`src/rtl/block_processor_if.sv`:
```
// Index handshake with main_CU plus the arbitrated memory bus of one
// block_processor. Signal names are written from the processor's side.
interface block_processor_if #(
  parameter int DATA_WIDTH  = 32,
  parameter int ADDR_WIDTH  = 16,
  parameter int INDEX_WIDTH = 8
);
  // main_CU job handshake
  logic                   i_Indexes_Ready;
  logic [INDEX_WIDTH-1:0] i_Row_Index;
  logic [INDEX_WIDTH-1:0] i_Column_Index;
  logic [INDEX_WIDTH-1:0] i_N;
  logic [ADDR_WIDTH-1:0]  i_A_Base;
  logic [ADDR_WIDTH-1:0]  i_B_Base;
  logic [ADDR_WIDTH-1:0]  i_C_Base;
  logic                   o_Indexes_Received;
  logic                   o_Result_Ready;
  // shared memory bus
  logic                   o_Grant_Request;
  logic                   i_Grant;
  logic [ADDR_WIDTH-1:0]  o_Mem_Address;
  logic                   o_Mem_Read;
  logic [DATA_WIDTH-1:0]  i_Mem_Read_Data;
  logic                   o_Mem_Write;
  logic [DATA_WIDTH-1:0]  o_Mem_Write_Data;

  // processor side
  modport master (
    input  i_Indexes_Ready, i_Row_Index, i_Column_Index, i_N,
           i_A_Base, i_B_Base, i_C_Base, i_Grant, i_Mem_Read_Data,
    output o_Indexes_Received, o_Result_Ready, o_Grant_Request,
           o_Mem_Address, o_Mem_Read, o_Mem_Write, o_Mem_Write_Data
  );

  // main_CU / arbiter / memory side
  modport slave (
    output i_Indexes_Ready, i_Row_Index, i_Column_Index, i_N,
           i_A_Base, i_B_Base, i_C_Base, i_Grant, i_Mem_Read_Data,
    input  o_Indexes_Received, o_Result_Ready, o_Grant_Request,
           o_Mem_Address, o_Mem_Read, o_Mem_Write, o_Mem_Write_Data
  );
endinterface

```
`src/rtl/block_processor.sv`:
```
// One dot-product worker: latches (row, col), streams A[row][k] and
// B[k][col] over the shared bus, accumulates, writes C[row][col].
module block_processor #(
  parameter int DATA_WIDTH  = 32,
  parameter int ADDR_WIDTH  = 16,
  parameter int INDEX_WIDTH = 8
) (
  input logic             i_Clock,
  input logic             i_Reset_n,
  block_processor_if.master bus
);
  typedef enum logic [2:0] {IDLE, REQ, READ_A, READ_B, MAC, WRITE} state_t;

  state_t                 state, state_nxt;
  logic [INDEX_WIDTH-1:0] row, col, n, k;
  logic [ADDR_WIDTH-1:0]  a_base, b_base, c_base;
  logic [DATA_WIDTH-1:0]  acc, a;
  logic                   idx_rcvd, res_rdy;

  // address arithmetic wraps at ADDR_WIDTH
  logic [ADDR_WIDTH-1:0]  row_a, col_a, n_a, k_a, addr_a, addr_b, addr_c;
  logic                   last_k, gnt;

  assign gnt    = bus.i_Grant;
  assign row_a  = ADDR_WIDTH'(row);
  assign col_a  = ADDR_WIDTH'(col);
  assign n_a    = ADDR_WIDTH'(n);
  assign k_a    = ADDR_WIDTH'(k);
  assign addr_a = a_base + row_a * n_a + k_a;
  assign addr_b = b_base + k_a * n_a + col_a;
  assign addr_c = c_base + row_a * n_a + col_a;
  assign last_k = (k == n - INDEX_WIDTH'(1));

  assign bus.o_Indexes_Received = idx_rcvd;
  assign bus.o_Result_Ready     = res_rdy;

  // state register
  always_ff @(posedge i_Clock or negedge i_Reset_n) begin
    if (!i_Reset_n) state <= IDLE;
    else            state <= state_nxt;
  end

  // next state; losing the grant mid-stream restarts the current k at READ_A
  always_comb begin
    state_nxt = state;
    case (state)
      IDLE:   if (bus.i_Indexes_Ready) state_nxt = REQ;
      REQ:    if (gnt) state_nxt = (n == '0) ? WRITE : READ_A;
      READ_A: state_nxt = gnt ? READ_B : READ_A;
      READ_B: state_nxt = gnt ? MAC : READ_A;
      MAC:    state_nxt = (gnt && last_k) ? WRITE : READ_A;
      WRITE:  if (gnt) state_nxt = IDLE;
      default: state_nxt = IDLE;
    endcase
  end

  // bus outputs decoded from registered state; strobes gated by grant
  always_comb begin
    bus.o_Grant_Request  = (state != IDLE);
    bus.o_Mem_Address    = '0;
    bus.o_Mem_Read       = 1'b0;
    bus.o_Mem_Write      = 1'b0;
    bus.o_Mem_Write_Data = '0;
    case (state)
      READ_A: begin
        bus.o_Mem_Address = addr_a;
        bus.o_Mem_Read    = gnt;
      end
      READ_B: begin
        bus.o_Mem_Address = addr_b;
        bus.o_Mem_Read    = gnt;
      end
      WRITE: begin
        bus.o_Mem_Address    = addr_c;
        bus.o_Mem_Write      = gnt;
        bus.o_Mem_Write_Data = acc;
      end
      default: ;
    endcase
  end

  // job latch, operand capture, accumulate and completion flags
  always_ff @(posedge i_Clock or negedge i_Reset_n) begin
    if (!i_Reset_n) begin
      row <= '0; col <= '0; n <= '0; k <= '0;
      a_base <= '0; b_base <= '0; c_base <= '0;
      acc <= '0; a <= '0;
      idx_rcvd <= 1'b0; res_rdy <= 1'b0;
    end else begin
      idx_rcvd <= 1'b0;
      case (state)
        IDLE: if (bus.i_Indexes_Ready) begin
          row      <= bus.i_Row_Index;
          col      <= bus.i_Column_Index;
          n        <= bus.i_N;
          a_base   <= bus.i_A_Base;
          b_base   <= bus.i_B_Base;
          c_base   <= bus.i_C_Base;
          acc      <= '0;
          k        <= '0;
          idx_rcvd <= 1'b1;
          res_rdy  <= 1'b0;
        end
        READ_B: if (gnt) a <= bus.i_Mem_Read_Data;
        MAC: if (gnt) begin
          acc <= acc + a * bus.i_Mem_Read_Data;
          if (!last_k) k <= k + INDEX_WIDTH'(1);
        end
        WRITE: if (gnt) res_rdy <= 1'b1;
        default: ;
      endcase
    end
  end
endmodule

```
`src/flat_wrapper.sv`:
```
// flat-port wrapper written by rule: the top's interface ports become plain ports
module block_processor_flat 
#(
  parameter int DATA_WIDTH  = 32,
  parameter int ADDR_WIDTH  = 16,
  parameter int INDEX_WIDTH = 8
)
  (i_Clock, i_Reset_n, bus_i_Indexes_Ready, bus_i_Row_Index, bus_i_Column_Index, bus_i_N, bus_i_A_Base, bus_i_B_Base, bus_i_C_Base, bus_i_Grant, bus_i_Mem_Read_Data, bus_o_Indexes_Received, bus_o_Result_Ready, bus_o_Grant_Request, bus_o_Mem_Address, bus_o_Mem_Read, bus_o_Mem_Write, bus_o_Mem_Write_Data);
  block_processor_if #(.DATA_WIDTH(DATA_WIDTH), .ADDR_WIDTH(ADDR_WIDTH), .INDEX_WIDTH(INDEX_WIDTH)) bus_i ();
  input logic i_Clock;
  input logic i_Reset_n;
  input wire logic [$bits(bus_i.i_Indexes_Ready)-1:0] bus_i_Indexes_Ready;
  input wire logic [$bits(bus_i.i_Row_Index)-1:0] bus_i_Row_Index;
  input wire logic [$bits(bus_i.i_Column_Index)-1:0] bus_i_Column_Index;
  input wire logic [$bits(bus_i.i_N)-1:0] bus_i_N;
  input wire logic [$bits(bus_i.i_A_Base)-1:0] bus_i_A_Base;
  input wire logic [$bits(bus_i.i_B_Base)-1:0] bus_i_B_Base;
  input wire logic [$bits(bus_i.i_C_Base)-1:0] bus_i_C_Base;
  input wire logic [$bits(bus_i.i_Grant)-1:0] bus_i_Grant;
  input wire logic [$bits(bus_i.i_Mem_Read_Data)-1:0] bus_i_Mem_Read_Data;
  output wire logic [$bits(bus_i.o_Indexes_Received)-1:0] bus_o_Indexes_Received;
  output wire logic [$bits(bus_i.o_Result_Ready)-1:0] bus_o_Result_Ready;
  output wire logic [$bits(bus_i.o_Grant_Request)-1:0] bus_o_Grant_Request;
  output wire logic [$bits(bus_i.o_Mem_Address)-1:0] bus_o_Mem_Address;
  output wire logic [$bits(bus_i.o_Mem_Read)-1:0] bus_o_Mem_Read;
  output wire logic [$bits(bus_i.o_Mem_Write)-1:0] bus_o_Mem_Write;
  output wire logic [$bits(bus_i.o_Mem_Write_Data)-1:0] bus_o_Mem_Write_Data;
  assign bus_i.i_Indexes_Ready = bus_i_Indexes_Ready;
  assign bus_i.i_Row_Index = bus_i_Row_Index;
  assign bus_i.i_Column_Index = bus_i_Column_Index;
  assign bus_i.i_N = bus_i_N;
  assign bus_i.i_A_Base = bus_i_A_Base;
  assign bus_i.i_B_Base = bus_i_B_Base;
  assign bus_i.i_C_Base = bus_i_C_Base;
  assign bus_i.i_Grant = bus_i_Grant;
  assign bus_i.i_Mem_Read_Data = bus_i_Mem_Read_Data;
  assign bus_o_Indexes_Received = bus_i.o_Indexes_Received;
  assign bus_o_Result_Ready = bus_i.o_Result_Ready;
  assign bus_o_Grant_Request = bus_i.o_Grant_Request;
  assign bus_o_Mem_Address = bus_i.o_Mem_Address;
  assign bus_o_Mem_Read = bus_i.o_Mem_Read;
  assign bus_o_Mem_Write = bus_i.o_Mem_Write;
  assign bus_o_Mem_Write_Data = bus_i.o_Mem_Write_Data;
  block_processor #(.DATA_WIDTH(DATA_WIDTH), .ADDR_WIDTH(ADDR_WIDTH), .INDEX_WIDTH(INDEX_WIDTH)) u_core (.i_Clock(i_Clock), .i_Reset_n(i_Reset_n), .bus(bus_i));
endmodule
```
`config.mk`:
```
export PLATFORM = sky130hd
export DESIGN_NAME = block_processor_flat
export DESIGN_NICKNAME = d
export VERILOG_FILES = /design/src/rtl/block_processor_if.sv /design/src/rtl/block_processor.sv /design/src/flat_wrapper.sv
export SDC_FILE = /design/constraint.sdc
export NUM_CORES = 2
export LEC_CHECK = 0
export BUFFER_PORTS_ARGS = -buffer_cell sky130_fd_sc_hd__buf_4
export CORE_ASPECT_RATIO = 1.25
export CORE_UTILIZATION = 55
export CTS_BUF_LIST = sky130_fd_sc_hd__clkbuf_16
export DETAILED_ROUTE_END_ITERATION = 12
export PLACE_DENSITY_LB_ADDON = 0.12
export SETUP_SLACK_MARGIN = 0.15
export SYNTH_ARGS = -nofsm -noshare
export SYNTH_HDL_FRONTEND = slang
export SYNTH_SLANG_ARGS = --single-unit
```
`constraint.sdc`:
```
create_clock -name i_Clock -period 7.5 [get_ports i_Clock]
set_input_delay 0.75 -clock i_Clock [delete_from_list [all_inputs] [get_ports i_Clock]]
set_output_delay 0.75 -clock i_Clock [all_outputs]
set_load 0.005 [all_outputs]
```
# Yosys cells after proc, flatten, opt, wreduce, memory -nomap -nowiden
# Index checks and enable logic that the tools add are counted.
# totals
regBits	149
word_cells	72
# op_classes
addsub	9
n_mul	3
eq_ne	11
muxes	24
n_reduce_logical	13
# ops
op	n
$mux 32	3
$pmux 32 s2	1
$add 16x16->16	3
$add 16x8->16	3
$pmux 16 s3	1
$add 32x32->32	1
$mul 32x32->32	1
$mul 8x8->16	2
$mux 8	3
$mux 3	6
$pmux 3 s6	1
$pmux 8 s2	1
$ne 2x2->1 const B	5
$reduce_and 3->1	3
$add 8x1->8 const B	1
$eq 8x8->1	1
$logic_not 8->1	1
$sub 8x1->8 const B	1
$mux 1	7
$eq 3x2->1 const B	2
$eq 3x3->1 const B	2
$reduce_and 2->1	2
$reduce_and 4->1	1
$reduce_bool 2->1	2
6 further kinds	6

# Longest topological paths before layout
# depth
ltp_word	5
ltp_mapped	30
depth_no_buf	28

# Least setup slack after synthesis
# Ideal clock, no wire load.
# synth_timing
path_type	input to register
from	input port bus_i_Mem_Read_Data[4]
to	register u_core.acc[27]
arrival_ns	7.122
required_time_ns	7.378
slack_ns	0.256
cell_stages	23
path_buffers	2
path_cell_list	clkbuf_1 -> clkbuf_1 -> and2_1 -> fa_1 -> fa_1 -> fa_1 -> inv_1 -> fa_1 -> inv_1 -> fa_1 -> fa_1 -> fa_1 -> inv_1 -> fa_1 -> inv_1 -> ha_1 -> or3_1 -> o211ai_1 -> a21bo_2 -> a211o_1 -> a21oi_1 -> o21ai_0 -> a32o_1
# synth_via
elab_chain_len	4
# synth_lines
item	line_no	source
start: declaration	flat_wrapper.sv:20	input wire logic [$bits(bus_i.i_Mem_Read_Data)-1:0] bus_i_Mem_Read_Data;
$mul 32x32->32	block_processor.sv:106	acc <= acc + a * bus.i_Mem_Read_Data;
$add 32x32->32	block_processor.sv:106	
$mux 32	block_processor.sv:105	MAC: if (gnt) begin
$pmux 32 s2	block_processor.sv:91	case (state)
end signal: assignment	block_processor.sv:106	
end: declaration	block_processor.sv:17	logic [DATA_WIDTH-1:0] acc, a;
# No other way between the ends. The select of a mux whose other input is x is not followed.
# A chain may end at the register's enable or synchronous reset.

# Worst setup path in the final report
# layout_timing
from	register u_core.n[2]
to	output port bus_o_Mem_Address[14]
# layout_via
elab_chain_len	4
word_cells_on_any_way	9
cone_classes	add/sub (6); mul (2); mux (1)
# layout_lines
item	line_no	source
start: declaration	block_processor.sv:15	logic [INDEX_WIDTH-1:0] row, col, n, k;
start signal: assignment	block_processor.sv:95	n <= bus.i_N;
$mul 8x8->16, on equally long branches	block_processor.sv:29, block_processor.sv:31, block_processor.sv:30	
$add 16x16->16, on equally long branches	block_processor.sv:31, block_processor.sv:29, block_processor.sv:30	
$add 16x8->16, on equally long branches	block_processor.sv:31, block_processor.sv:29, block_processor.sv:30	
$pmux 16 s3 (*)	block_processor.sv:64	case (state)
end: declaration	flat_wrapper.sv:24	output wire logic [$bits(bus_i.o_Mem_Address)-1:0] bus_o_Mem_Address;
# Every way passes the cells marked *; elsewhere a longest branch is shown, timed or not.

==> results.ini <==
[critical_path]
crit_start = u_core.n[2]$_DFFE_PN0P_
crit_required_ns = 6.75
crit_type = flop to primary output
path_max_fanout = 7
reg2reg_from = u_core.a[12]$_DFFE_PN0P_
start_kind = flop
crit_arrival_ns = 6.50
crit_path_end_kind = primary output

[routing]
drt-pass1-iter-count = 5
drt-total-wl_mm = 85.0
route.detailed.drc = 0
via_per_inst = 5.45
ant_nets = 0
num_vias = 22300
dr.first_iter.drc_count = 1169
wl_per_cell_um = 20.7

[sta]
setup_viol = 0
hold_viol = 0
slew_viol_final = 0
worstMarginPinSlew_ns = 0.985
skew_ns = 0.0112
min_period_ns = 7.25
tns_ns = 0
rsz0062_at_grt = true
post-route-period-util = 0.967
clock.fmax_mhz = 138
slew_headroom = 0.342

[grt]
grt_pass1_wl_mm = 135
grt_max_degree = 89
grt_usage = 0.326
top_usage_layer = met2
grt_overflow_total = 0
antenna_found_initial = 4
use_met3 = 0.0362
use_met1 = 0.384
grt_pass1_vias = 24600
met2_usage = 0.584

[place]
gp_congestion = 0.922
dp_hpwl_mm = 69.6
port_buffers = 160
placed_area_mm2 = 0.0320

[clock_network]
clkSinkCount = 149
cts_tree = done
cts_hold_buf = 0
clock_path_buffers = 2
cts-root-buf = clkbuf_16
cts_buffers = 17
clk_pin_slew_ns = 0.07
clock_latency_ns = 0.47
htreeDepth = 4

[synthesis]
syn_area_mm2 = 0.0297
synth_cell_type_count = 65
synthCells = 3240
ys_ff_latch = 149
yosysSeqAreaShare = 0.125
synth.avg_cell_area_um2 = 9.18
ys_async_sr_fraction = 1.00
yosysWarnings = 0
synth_edf_count = 0
synthFlopType = dfrtp_1
syn-num-nets = 4148

[die]
num_rows = 94
initial_core_util = 0.561
die_area_mm2 = 0.0550
die_height_um = 262
die_w_um = 210
core_mm2 = 0.0530
ioPinCount = 161

[run]
maxCapViolCount = 0

[final_layout]
area_growth_pct = 10.9
fin_util = 0.622
fin_area_mm2 = 0.0330
post_route_cells_drive_above_1_share = 0.128
final_nets = 4272

[hold_path]
hold_class = primary input to async pin

[run_status]
status = finished, final reports clean

## stage by stage
stage | setup WS (ns) | cells | hold WS, ns
6_report | 0.246 | 4097 | 0.381
3_3_place_gp | 0.0786 | 4057 | 0.462
3_5_place_dp | -0.0183 | 4057 | 0.468
5_1_grt | 0.0340 | 4096 | 0.443
2_1_floorplan | 0.256 | 3240 | 0.443
4_1_cts | 0.0884 | 4090 | 0.416
## kinds of logic after synthesis
group,synth area share
compound gates,0.0581
xor+xnor,0.0458
fa+ha+maj,0.475
buf+inv,0.108
flops,0.125
mux,0.0297
simple gates,0.159
## path summary, 6_finish.rpt
check	end	slack [ns]	cells after the start
setup / recovery	bus_o_Mem_Address[14]	0.25	22
hold / removal	u_core.row[7]$_DFFE_PN0P_	0.38	1
setup reg to reg	u_core.acc[31]$_DFFE_PN0P_	0.40	24
hold reg to reg	u_core.acc[5]$_DFFE_PN0P_	0.48	2
max in group asynchronous	u_core.n[3]$_DFFE_PN0P_	5.66	2
min in group i_Clock	u_core.a_base[6]$_DFFE_PN0P_	0.48	3
## placed cells by master (no fill, tap or decap), types with 12 or more instances in the layout
master     instances
nor2_1            69
dfrtp_2           19
fa_1             547
inv_1            704
dfrtp_1          129
o21a_1            12
xnor2_1          105
and2_1           409
xor2_1            42
nor3_1            18
nand2_1          362
o21bai_1          13
a21oi_1           47
clkbuf_16         17
nand3_1           21
o21ai_0           99
mux2_2            73
buf_4            246
a21o_1            21
ha_1             243
## critical path, cell delays in order (launching register included)
cell      delay, ns
dfrtp_2        0.50
and2_4         0.18
fa_1           0.43
fa_1           0.49
inv_1          0.05
fa_1           0.51
fa_1           0.50
inv_1          0.04
ha_1           0.22
a211oi_2       0.27
o21ai_0        0.14
buf_4          0.18
fa_1           0.49
inv_1          0.05
ha_1           0.33
o21ai_0        0.22
o31ai_2        0.45
o211ai_1       0.20
o21ai_1        0.19
xor2_1         0.21
nand2_1        0.08
o211ai_1       0.14
buf_4          0.15
## final cells by class
type / instances / area (µm²)
Antenna cell: 1 / 2.50
Clock buffer: 17 / 425
Clock inverter: 14 / 191
Fill cell: 4562 / 20100
Inverter: 704 / 2640
Multi-Input combinational cell: 2240 / 23100
Sequential cell: 149 / 3760
Tap cell: 720 / 901
Timing Repair Buffer: 252 / 1940
## registers in the layout, summed over array words and instances, names as in the netlist
signal                         cells
u_core.a                          32
u_core.n                           8
u_core.col                         8
u_core.b_base                     16
u_core.c_base                     16
u_core.bus.o_Result_Ready          1
u_core.acc                        32
u_core.bus.o_Indexes_Received      1
u_core.a_base                     16
u_core.state                       3
u_core.k                           8
u_core.row                         8
## timing repair
action | in CTS | in global routing
setup buffers | 2 | 6
pin swaps | 7 | 20
endpoints found under the setup margin | 6 | 17
resized for setup | 26 | 47
## cells in the mapped netlist (3+ instances only)
master	n	area, µm²
inv_1	704	2640
fa_1	547	11000
and2_1	410	2560
nand2_1	366	1370
ha_1	253	3170
dfrtp_1	149	3730
clkbuf_1	128	480
xnor2_1	110	963
o21ai_0	104	521
nor2_1	74	278
mux2_2	73	822
a21oi_1	53	265
xor2_1	43	377
nand3_1	22	110
a21o_1	21	158
nor3_1	19	95.1
buf_1	16	60.1
o21bai_1	13	97.6
o21a_1	12	90.1
a31oi_1	8	50.1
o22ai_1	8	50.1
or3_1	8	50.1
nand2b_1	7	43.8
a211oi_1	6	45.0
mux2i_1	6	60.1
o211ai_1	6	45.0
nor2b_1	5	31.3
o2111ai_1	5	43.8
o31ai_1	5	37.5
and3_1	4	25.0
or2_2	4	25.0
a211o_1	3	26.3
o211a_1	3	30.0
o41ai_1	3	26.3
## routing by layer
| metal | vias up | share of wire | routed length, µm |
|---|---|---|---|
| li1 | 9954 | - | - |
| met1 | 11500 | 0.38 | 32100 |
| met2 | 681 | 0.52 | 44000 |
| met3 | 242 | 0.046 | 3930 |
| met4 | 6 | 0.057 | 4850 |
| met5 | - | 0.00040 | 34 |
Power is left out: the tool's default activity adds up to more than one toggle a clock period on the data nets, which glitch-free logic cannot reach.
